--- src/rtl/stream_demux_1xn.sv ---
`default_nettype none
// ============================================================================
// Module      : stream_demux_1xn
// Description : Registered 1-to-NCH stream demultiplexer. Accepts one word per
//               valid/ready handshake, holds it and presents it to a single
//               selected channel or to all channels (broadcast) until every
//               targeted channel has taken it. Words with an out-of-range
//               select are dropped, flagged and counted.
// Revision    : 1.0 - initial release
// ============================================================================
module stream_demux_1xn #(
  parameter int DW   = 8,
  parameter int NCH  = 4,
  parameter int SELW = 2
) (
  input  logic             clk,
  input  logic             rst_n,
  input  logic             in_valid,
  output logic             in_ready,
  input  logic [DW-1:0]    in_data,
  input  logic [SELW-1:0]  in_sel,
  input  logic             in_bcast,
  output logic [NCH-1:0]   out_valid,
  input  logic [NCH-1:0]   out_ready,
  output logic [DW-1:0]    out_data,
  output logic             err_drop,
  output logic [7:0]       drop_cnt
);

  // One extra bit so NCH itself is representable when 2^SELW == NCH.
  localparam logic [SELW:0]  C_NCH      = (SELW + 1)'(NCH);
  localparam logic [NCH-1:0] C_ONE      = {{(NCH-1){1'b0}}, 1'b1};
  localparam logic [7:0]     C_CNT_MAX  = 8'hFF;

  logic [NCH-1:0] r_pend;
  logic [DW-1:0]  r_data;
  logic           r_err_drop;
  logic [7:0]     r_drop_cnt;

  logic           w_last;
  logic           w_accept;
  logic           w_in_range;
  logic [NCH-1:0] w_onehot;

  // The held word is fully delivered this cycle when no pending channel is
  // still stalled; this lets a new word load on the same edge (zero bubble).
  always_comb begin
    w_last     = ((r_pend & ~out_ready) == '0);
    w_accept   = in_valid & w_last;
    w_in_range = ({1'b0, in_sel} < C_NCH);
    w_onehot   = C_ONE << in_sel;
  end

  // Pending mask, held word and drop bookkeeping.
  always_ff @(posedge clk) begin
    if (!rst_n) begin
      r_pend     <= '0;
      r_data     <= '0;
      r_err_drop <= 1'b0;
      r_drop_cnt <= '0;
    end else begin
      r_err_drop <= 1'b0;
      if (w_accept) begin
        // Any still-pending bits are completing on this edge, so the mask
        // can be overwritten outright.
        if (in_bcast) begin
          r_pend <= '1;
          r_data <= in_data;
        end else if (w_in_range) begin
          r_pend <= w_onehot;
          r_data <= in_data;
        end else begin
          // Dropped word: nothing to deliver, last good word stays visible.
          r_pend     <= '0;
          r_err_drop <= 1'b1;
          if (r_drop_cnt != C_CNT_MAX) begin
            r_drop_cnt <= r_drop_cnt + 8'd1;
          end
        end
      end else begin
        // Channels drain independently; each clears as its consumer takes it.
        r_pend <= r_pend & ~out_ready;
      end
    end
  end

  assign in_ready  = w_last;
  assign out_valid = r_pend;
  assign out_data  = r_data;
  assign err_drop  = r_err_drop;
  assign drop_cnt  = r_drop_cnt;

endmodule
`default_nettype wire
--- config.mk ---
export PLATFORM = sky130hd
export DESIGN_NAME = stream_demux_1xn
export DESIGN_NICKNAME = d
export VERILOG_FILES = /design/src/rtl/stream_demux_1xn.sv
export SDC_FILE = /design/constraint.sdc
export NUM_CORES = 1
export LEC_CHECK = 0
export CAP_MARGIN = 15
export CORE_UTILIZATION = 31
export CTS_CLUSTER_SIZE = 8
export DETAILED_ROUTE_END_ITERATION = 10
export HOLD_SLACK_MARGIN = 0.08
export PLACE_DENSITY = 0.79
export SLEW_MARGIN = 0
export SYNTH_ARGS = -nofsm -noshare
export SYNTH_HDL_FRONTEND = slang
export SYNTH_SLANG_ARGS = --single-unit
--- constraint.sdc ---
create_clock -name clk -period 1.1 [get_ports clk]
set_input_delay 0.11 -clock clk [delete_from_list [all_inputs] [get_ports clk]]
set_output_delay 0.11 -clock clk [all_outputs]
set_load 0.01 [all_outputs]
* Yosys cells after proc, flatten, opt, wreduce, memory -nomap -nowiden
Cells that the tools add are included.
** Storage, ports and cells
- Register bits :: 12
- Input bits :: 18
- Output and inout bits :: 22
- Word-level logic and storage cells :: 9
** Operators by class
- Shift-type cells :: 1
- Multiplexer cells :: 2
- Bitwise logic cells :: 3
- Reductions and logical operators :: 1
** Operators with widths (count)
- $mux 4 :: 2
- $and 4x4->4 :: 1
- $logic_not 4->1 :: 1
- $not 4->4 :: 1
- $shl 1x2->4 const A :: 1
- $and 1x1->1 :: 1

* Logic depth before layout (Yosys ltp)
Gate-level depths: netlist (run 1).
- Depth after elaboration :: 5
- Depth in mapped cells :: 5
- Depth with buffers taken out :: 4

* Worst setup path before layout (run 1)
Ideal clock, no wire load.
- Path type :: register to register
- From :: register r_pend[2] (netlist: out_valid[2])
- To :: register r_data[0] (netlist: out_data[0])
- Library setup time :: 0.119 ns
- Arrival time :: 1.214 ns
- Data required time :: 0.981 ns
- Slack :: -0.233 ns
- Stages on the path, launching flop included :: 6
- Buffers on the path :: 1
- Period minus slack after synthesis :: 1.333 ns
- Path through :: dfxtp_1 > nor2b_1 > nor4_4 > nand2_2 > buf_6 > mux2i_1
** On the way
- Longest elaborated chain between the ends :: 3
** Ends and longest elaborated chain
- start: declaration :: line 35 : logic [NCH-1:0] r_pend;
- start signal: assignment :: line 70 : r_pend <= w_onehot;
- start signal: assignment :: line 82 : r_pend <= r_pend & ~out_ready;
- $and 4x4->4 :: line 48 : w_last = ((r_pend & ~out_ready) == '0);
- $logic_not 4->1 :: line 48
- net in_ready :: line 19 : output logic in_ready,
- $and 1x1->1 :: line 49 : w_accept = in_valid & w_last;
- end signal: assignment :: line 68 : r_data <= in_data;
- end signal: assignment :: line 71 : r_data <= in_data;
- end: declaration :: line 36 : logic [DW-1:0] r_data;
The timed path passes the listed nets, and every way through them passes these cells.
A chain may end at the register's enable or synchronous reset.

* Final worst setup path (run 1)
- From :: register r_pend[2] (netlist: out_valid[2])
- To :: output port in_ready
** On the way
- Longest elaborated chain between the ends :: 2
** Ends and longest elaborated chain (line)
- $and 4x4->4 :: 48
- $logic_not 4->1 :: 48
- end: declaration :: 19
No other way between the ends.

==> flow_summary.yaml, run 1 <==
detailed_routing:
  wire_per_inst_um: 10.0
  drt_pre_antenna_iters: 4
  via_density: 4.20
  total_number_of_vias: 559
  drc: 0
  drtAntennaViolNets: 0
  wirelength_um: 1330
  drt_iter0_markers: 7
clock_network:
  cts.htree.levels: 1
  ctsRootBufferMaster: "sky130_fd_sc_hd__clkbuf_4"
  worstSkewPairLatency_ns: 0.26
  tritoncts_buffers: 3
  path_clk_slew_ns: 0.08
  tritoncts: "yes"
  clkSinkCount: 12
  cts-root-to-sink-buffers: 2
sta:
  timing.final.setup_violations: 13
  timing.hold.ws_ns: 0.391
  final_period_minus_worst_setup_slack_ns: 1.28
  rsz0062_at_grt: "true"
  hold_fails_final_rpt: 0
  min_period_over_period: 1.17
  max_freq_mhz: 780
  fin_worst_skew_ns: 0.00250
  finalWorstSetupSlack_ns: -0.182
  final_max_slew_violation_count: 0
  setup_tns_ns: -1.98
final_layout:
  synthesis_to_layout_area_growth_pct: 64.6
  n_fill_cell: 179
  postLayoutCellArea_um2: 1000
  num_antenna_cells: 0
  finish.net_count: 127
  commonest_cells_after_routing_fill_and_taps_aside: "sky130_fd_sc_hd__nand2_1, sky130_fd_sc_hd__clkdlybuf4s50_1, sky130_fd_sc_hd__dfxtp_1, sky130_fd_sc_hd__dlygate4sd2_1, sky130_fd_sc_hd__conb_1"
  final_common_cell: "sky130_fd_sc_hd__nand2_1"
  finalNonFillerCells: 133
  post_route_cells_drive_above_1_share: 0.194
floorplanning:
  core_region_area_um2: 1780
  floorplan.initialDensity: 0.341
  die_footprint_um2: 2140
  die_h_um: 46.3
  fp.dieW_um: 46.3
  placement_rows: 15
  io-pin-count: 40
placement:
  detailedPlacementHpwl_um: 991
  post_dp_cell_area_um2: 930
  detailedPlace.worstSlack_ns: -0.562
  place_congestion: 0.686
  place.port_buffers: 30
  number_of_cells_in_the_design_after_placement: 127
setup_path:
  critPathSlowestCell: "sky130_fd_sc_hd__dfxtp_2"
  setup.worst_path.class: "flop to primary output"
  reg2reg_depth: 5
  end_kind: "primary output"
  worst_setup_path_start_kind: "flop"
  r2r_start: "out_valid[2]"
  regToRegEndpoint: "out_data[3]"
  critPathMaxFanout: 2
  worst_path_largest_cell_delay_ns: 0.32
  ff_to_ff_setup_slack_ns: -0.18
  cp.buffers_inverters: 1
  endpoint_arrival_time_on_the_critical_path_ns: 1.17
  worst_path_dominant_cell_family: "simple AND/OR/NAND/NOR gates"
  required_ns: 0.99
  crit_chain: "nor2b_4 -> nor4_4 -> buf_2"
power_and_ir_drop:
  power.density_nw_per_um2: 1170
  vdd.ir_drop.worst_uv: 531
  power_leakage_uw: 0.000475
min_path:
  worstHoldPathType: "input port to flop"
  timing.hold.worst_endpoint: "out_data[0]"
  worst_hold_path.num_cells: 3
  hold_path_startpoint: "in_data[0]"
flow_run:
  max_cap_viol_count: 0
grt:
  number_of_global_route_vias_before_repair: 524
  antenna_found_initial: 0
  grt_use_total: 0.138
  first_pass_grt_wire_length_um: 2130
  grt-ovfl-total: 0
  largest_net_degree_at_the_start_of_global_routing: 16
synthesis:
  avg_cell_area_syn_um2: 8.56
  count_of_flip_flops_with_a_built_in_enable_after_synthesis: 0
  netlist_instances: 71
  post-synth-top-area-cell: "sky130_fd_sc_hd__dfxtp_1"
  post_synth_main_area_contributors: "sky130_fd_sc_hd__dfxtp_1, sky130_fd_sc_hd__mux2i_1, sky130_fd_sc_hd__nand2_1"
  ys_seq_area_frac: 0.395
  ys.flop_type: "sky130_fd_sc_hd__dfxtp_1"
  synth.distinct_cells: 15
  async_flop_share: 0
  synth.ff_latch_count: 12
  yosysTopAreaCellShare: 0.395
  netlist_area_um2: 608
  yosys_warnings: 0
outcome:
  failing_checks: "negative setup slack"
  status: "complete, but fails checks"
==> how the worst max path moves through the flow <==
stage	cells after the start	slack (ns)	endpoint	from
global placement	4	-0.53	in_ready	out_ready[2]
CTS	3	-0.19	in_ready	out_valid[0]
finish	3	-0.18	in_ready	out_valid[2]
global route	3	-0.24	in_ready	out_valid[2]
detailed placement	4	-0.56	in_ready	out_ready[2]
floorplan	5	-0.21	out_data[0]	out_valid[2]
==> synth_stat cells, types with 2 or more instances <==
library cell               count
sky130_fd_sc_hd__o21ai_1       4
sky130_fd_sc_hd__clkbuf_1      2
sky130_fd_sc_hd__dfxtp_1      12
sky130_fd_sc_hd__buf_4         9
sky130_fd_sc_hd__nand2_1      21
sky130_fd_sc_hd__mux2i_1       8
sky130_fd_sc_hd__o21ai_0       3
sky130_fd_sc_hd__nor2b_1       5
==> worst register-to-register path, cell delays in order, from the launching register on <==
cell and delay, ns:
sky130_fd_sc_hd__dfxtp_2 0.32, sky130_fd_sc_hd__nor2b_4 0.13, sky130_fd_sc_hd__nor4_4 0.28, sky130_fd_sc_hd__buf_4 0.22, sky130_fd_sc_hd__nand2_8 0.08, sky130_fd_sc_hd__mux2i_1 0.14
==> metal layers <==
layer	GRT usage	up-vias	wire (um)
met5	0	-	0
met4	0.0529	0	0
met3	0.0235	0	73
li1	-	289	-
met2	0.228	23	676
met1	0.176	247	581
==> final cells by class <==
type,count,area [um2],area share
Tap cell,25,31.3,0.0313
Timing Repair Buffer,36,325,0.325
Sequential cell,12,241,0.241
Clock buffer,4,36.3,0.0363
Multi-Input combinational cell,56,367,0.366
==> where the power goes <==
part,leakage [uW],switching (uW),internal [uW],total (uW)
sequential,0.0000991,16.8,472,489
combinational,0.000354,153,180,333
clock,0.0000210,145,201,345
total,0.000475,315,853,1170
==> registers in the layout, indices dropped and copies added (netlist names) <==
register,flops
out_valid,4
out_data,8
==> timing repair <==
| action | 4_1_cts | 5_1_grt |
|---|---|---|
| hold buffers | 0 | 0 |
| setup buffers | 0 | 1 |
| resized for setup | 22 | 3 |
| setup endpoints to repair | 25 | 14 |
| cloned | 1 | 0 |
| pin swaps | 5 | 1 |
==> metrics by stage <==
stage / total power, uW / util
global route: 1240 / 0.561
finish: 1170 / 0.561
global placement: 816 / 0.521
floorplan: 670 / -
CTS: 1170 / 0.552
detailed placement: 823 / 0.521
==> cells by family after synthesis <==
family                 Yosys count  share of synthesized area
AOI/OAI and AO/OA                8                     0.0700
DFF                             12                      0.395
other                            1                    0.00617
buffers and inverters           12                      0.142
muxes                            8                      0.132
and+or+nand+nor                 30                      0.255
Note: power is estimated with default switching activity, not from simulation.
==> inputs of run 2 (changes only) <==
--- a/config.mk
+++ b/config.mk
@@ -6,11 +6,13 @@
 export NUM_CORES = 1
 export LEC_CHECK = 0
 export CAP_MARGIN = 15
+export CORE_ASPECT_RATIO = 1.2
 export CORE_UTILIZATION = 31
 export CTS_CLUSTER_SIZE = 8
 export DETAILED_ROUTE_END_ITERATION = 10
 export HOLD_SLACK_MARGIN = 0.08
 export PLACE_DENSITY = 0.79
+export REMOVE_ABC_BUFFERS = 1
 export SLEW_MARGIN = 0
 export SYNTH_ARGS = -nofsm -noshare
 export SYNTH_HDL_FRONTEND = slang
==> run 2 against run 1 <==
The flow still finishes with violations (negative setup slack). First-iteration DRC count decreased by 71%. Worst hold slack gained 0.0046 ns. Wire length shrank 8.6%. Sequential power about the same. Critical path depth stayed put. Critical path type unchanged. Clock skew increased by 0.0041 ns.
==> flow_summary.yaml, run 2 (same netlist as run 1, synthesis figures left out) <==
outcome:
  status: "complete, but fails checks"
  failing_checks: "negative setup slack"
sta:
  max_freq_mhz: 793
  min_period_over_period: 1.15
  timing.final.setup_violations: 13
  hold_fails_final_rpt: 0
  final_period_minus_worst_setup_slack_ns: 1.26
  rsz0062_at_grt: "true"
  finalWorstSetupSlack_ns: -0.160
  final_max_slew_violation_count: 0
  fin_worst_skew_ns: 0.00658
power_and_ir_drop:
  switchingPower_uw: 296
  p_seq_frac: 0.457
  p_sw_frac: 0.277
  vdd.ir_drop.worst_uv: 753
  part_of_the_total_power_dissipated_in_the_clock_network: 0.244
  share_of_total_power_in_combinational_logic: 0.299
  cell_internal_pwr_uw: 772
  power_leakage_uw: 0.000471
  total_power_uw: 1070
  power.density_nw_per_um2: 1100
grt:
  largest_net_degree_at_the_start_of_global_routing: 15
  first_pass_grt_wire_length_um: 2160
  grt-ovfl-total: 0
  grt_use_total: 0.131
  number_of_global_route_vias_before_repair: 529
  antenna_found_initial: 0
setup_path:
  critPathSlowestCell: "sky130_fd_sc_hd__dfxtp_2"
  setup.worst_path.class: "flop to primary output"
  critPathMaxFanout: 2
  crit_chain: "nor2b_4 -> nor4_4 -> buf_2"
  end_kind: "primary output"
  required_ns: 0.99
  worst_setup_path_start_kind: "flop"
  worst_path_largest_cell_delay_ns: 0.32
  endpoint_arrival_time_on_the_critical_path_ns: 1.15
detailed_routing:
  wirelength_um: 1220
  drc: 0
  drt_pre_antenna_iters: 2
  via_density: 4.42
  drt_iter0_markers: 2
  drtAntennaViolNets: 0
  wire_per_inst_um: 9.65
  total_number_of_vias: 557
floorplanning:
  core_region_area_um2: 1850
  placement_rows: 17
  fp.dieW_um: 42.4
  io-pin-count: 40
  die_h_um: 50.5
  floorplan.initialDensity: 0.329
  die_footprint_um2: 2140
flow_run:
  max_cap_viol_count: 0
min_path:
  worstHoldPathType: "input port to flop"
final_layout:
  synthesis_to_layout_area_growth_pct: 59.3
  largest_reg_flops: 8
  finish.net_count: 127
  commonest_cells_after_routing_fill_and_taps_aside: "sky130_fd_sc_hd__nand2_1, sky130_fd_sc_hd__clkdlybuf4s50_1, sky130_fd_sc_hd__dfxtp_1, sky130_fd_sc_hd__dlygate4sd2_1, sky130_fd_sc_hd__conb_1"
  final_common_cell: "sky130_fd_sc_hd__nand2_1"
  post-route-util: 0.523
  num_antenna_cells: 0
  post_route_cells_drive_above_1_share: 0.178
clock_network:
  cts-root-to-sink-buffers: 2
  ctsRootBufferMaster: "sky130_fd_sc_hd__clkbuf_4"
  path_clk_slew_ns: 0.08
  tritoncts: "yes"
  holdBufCountCts: 0
  cts.htree.levels: 1
  worstSkewPairLatency_ns: 0.26
  clkSinkCount: 12
  tritoncts_buffers: 3
placement:
  place_congestion: 0.699
  place.port_buffers: 30
  detailedPlace.worstSlack_ns: -0.537
  detailedPlacementHpwl_um: 901
## run 2: cell types whose count changed in the layout (fill, tap and decap cells not counted)
cell	before	now
sky130_fd_sc_hd__nand2_4	0	1
sky130_fd_sc_hd__nor2b_4	3	2
sky130_fd_sc_hd__clkbuf_8	1	0
sky130_fd_sc_hd__o21ai_2	1	2
sky130_fd_sc_hd__buf_4	7	6
sky130_fd_sc_hd__o21ai_1	3	2
sky130_fd_sc_hd__nor2b_1	2	3
sky130_fd_sc_hd__nand2_8	2	1
sky130_fd_sc_hd__dlygate4sd2_1	10	11
## run 2: final cells by class
class,instances,area (um2)
flip-flops and latches,12,241
repair buffers,36,327
clock buffers,3,22.5
well taps,19,23.8
multi-input cells,56,354
fillers,182,882
## run 2: worst paths after layout
kind	start	endpoint	slack (ns)	depth (start not counted)
worst max-delay path	out_valid[1]	in_ready	-0.16	3
worst min-delay path	in_data[7]	out_data[7]	0.40	3
worst max register to register	out_valid[1]	out_data[0]	-0.16	5
worst min register to register	out_data[1]	out_data[1]	0.46	2
## run 2: layer usage
metal  vias up  global-route usage  routed length [um]
met2        24               0.226                 637
met5         -                   0                   0
met4         0              0.0469                   0
met1       248               0.153                 498
li1        285                   -                   -
met3         0              0.0360                  79
## run 2: what timing repair did
action,CTS,global route
setup buffers,0,0
pin swaps,5,0
endpoints found under the setup margin,25,14
gates cloned,1,0
gates resized for setup,21,4
## run 2: per-stage QoR
| step | hold slack, ns | cells | cell area, um2 | setup TNS [ns] |
|---|---|---|---|---|
| 6_report | 0.396 | 126 | 968 | -1.70 |
| 5_1_grt | 0.427 | 126 | 968 | -2.72 |
| 4_1_cts | 0.389 | 126 | 958 | -1.80 |
| 3_5_place_dp | 0.458 | 122 | 921 | -6.50 |
| 3_3_place_gp | 0.447 | 122 | 921 | -6.33 |
| 2_1_floorplan | 0.225 | 67 | 552 | -2.68 |
## run 2: power by group through the flow
stage	registers [uW]	clock network (uW)	logic (uW)
final	488	261	319
after global placement	497	0	315
after global routing	493	288	349
after floorplan	516	0	109
after CTS	488	268	318
after detailed placement	499	0	319
## run 2: critical path, delay by kind of cell, from the launching register on
kind                   cells  cell delay, ns
AND/OR/NAND/NOR            2            0.40
buffers and inverters      1            0.17
flip-flops                 1            0.32
==> inputs of run 3 (changes only) <==
--- a/config.mk
+++ b/config.mk
@@ -5,14 +5,15 @@
 export SDC_FILE = /design/constraint.sdc
 export NUM_CORES = 1
 export LEC_CHECK = 0
-export CAP_MARGIN = 15
+export CAP_MARGIN = 20
 export CORE_ASPECT_RATIO = 1.2
 export CORE_UTILIZATION = 31
 export CTS_CLUSTER_SIZE = 8
 export DETAILED_ROUTE_END_ITERATION = 10
-export HOLD_SLACK_MARGIN = 0.08
+export HOLD_SLACK_MARGIN = 0.15
 export PLACE_DENSITY = 0.79
 export REMOVE_ABC_BUFFERS = 1
+export SKIP_LAST_GASP = 1
 export SLEW_MARGIN = 0
 export SYNTH_ARGS = -nofsm -noshare
 export SYNTH_HDL_FRONTEND = slang
==> results of run 3 <==
The final DEF is identical to that of run 2; final timing and power are the same.
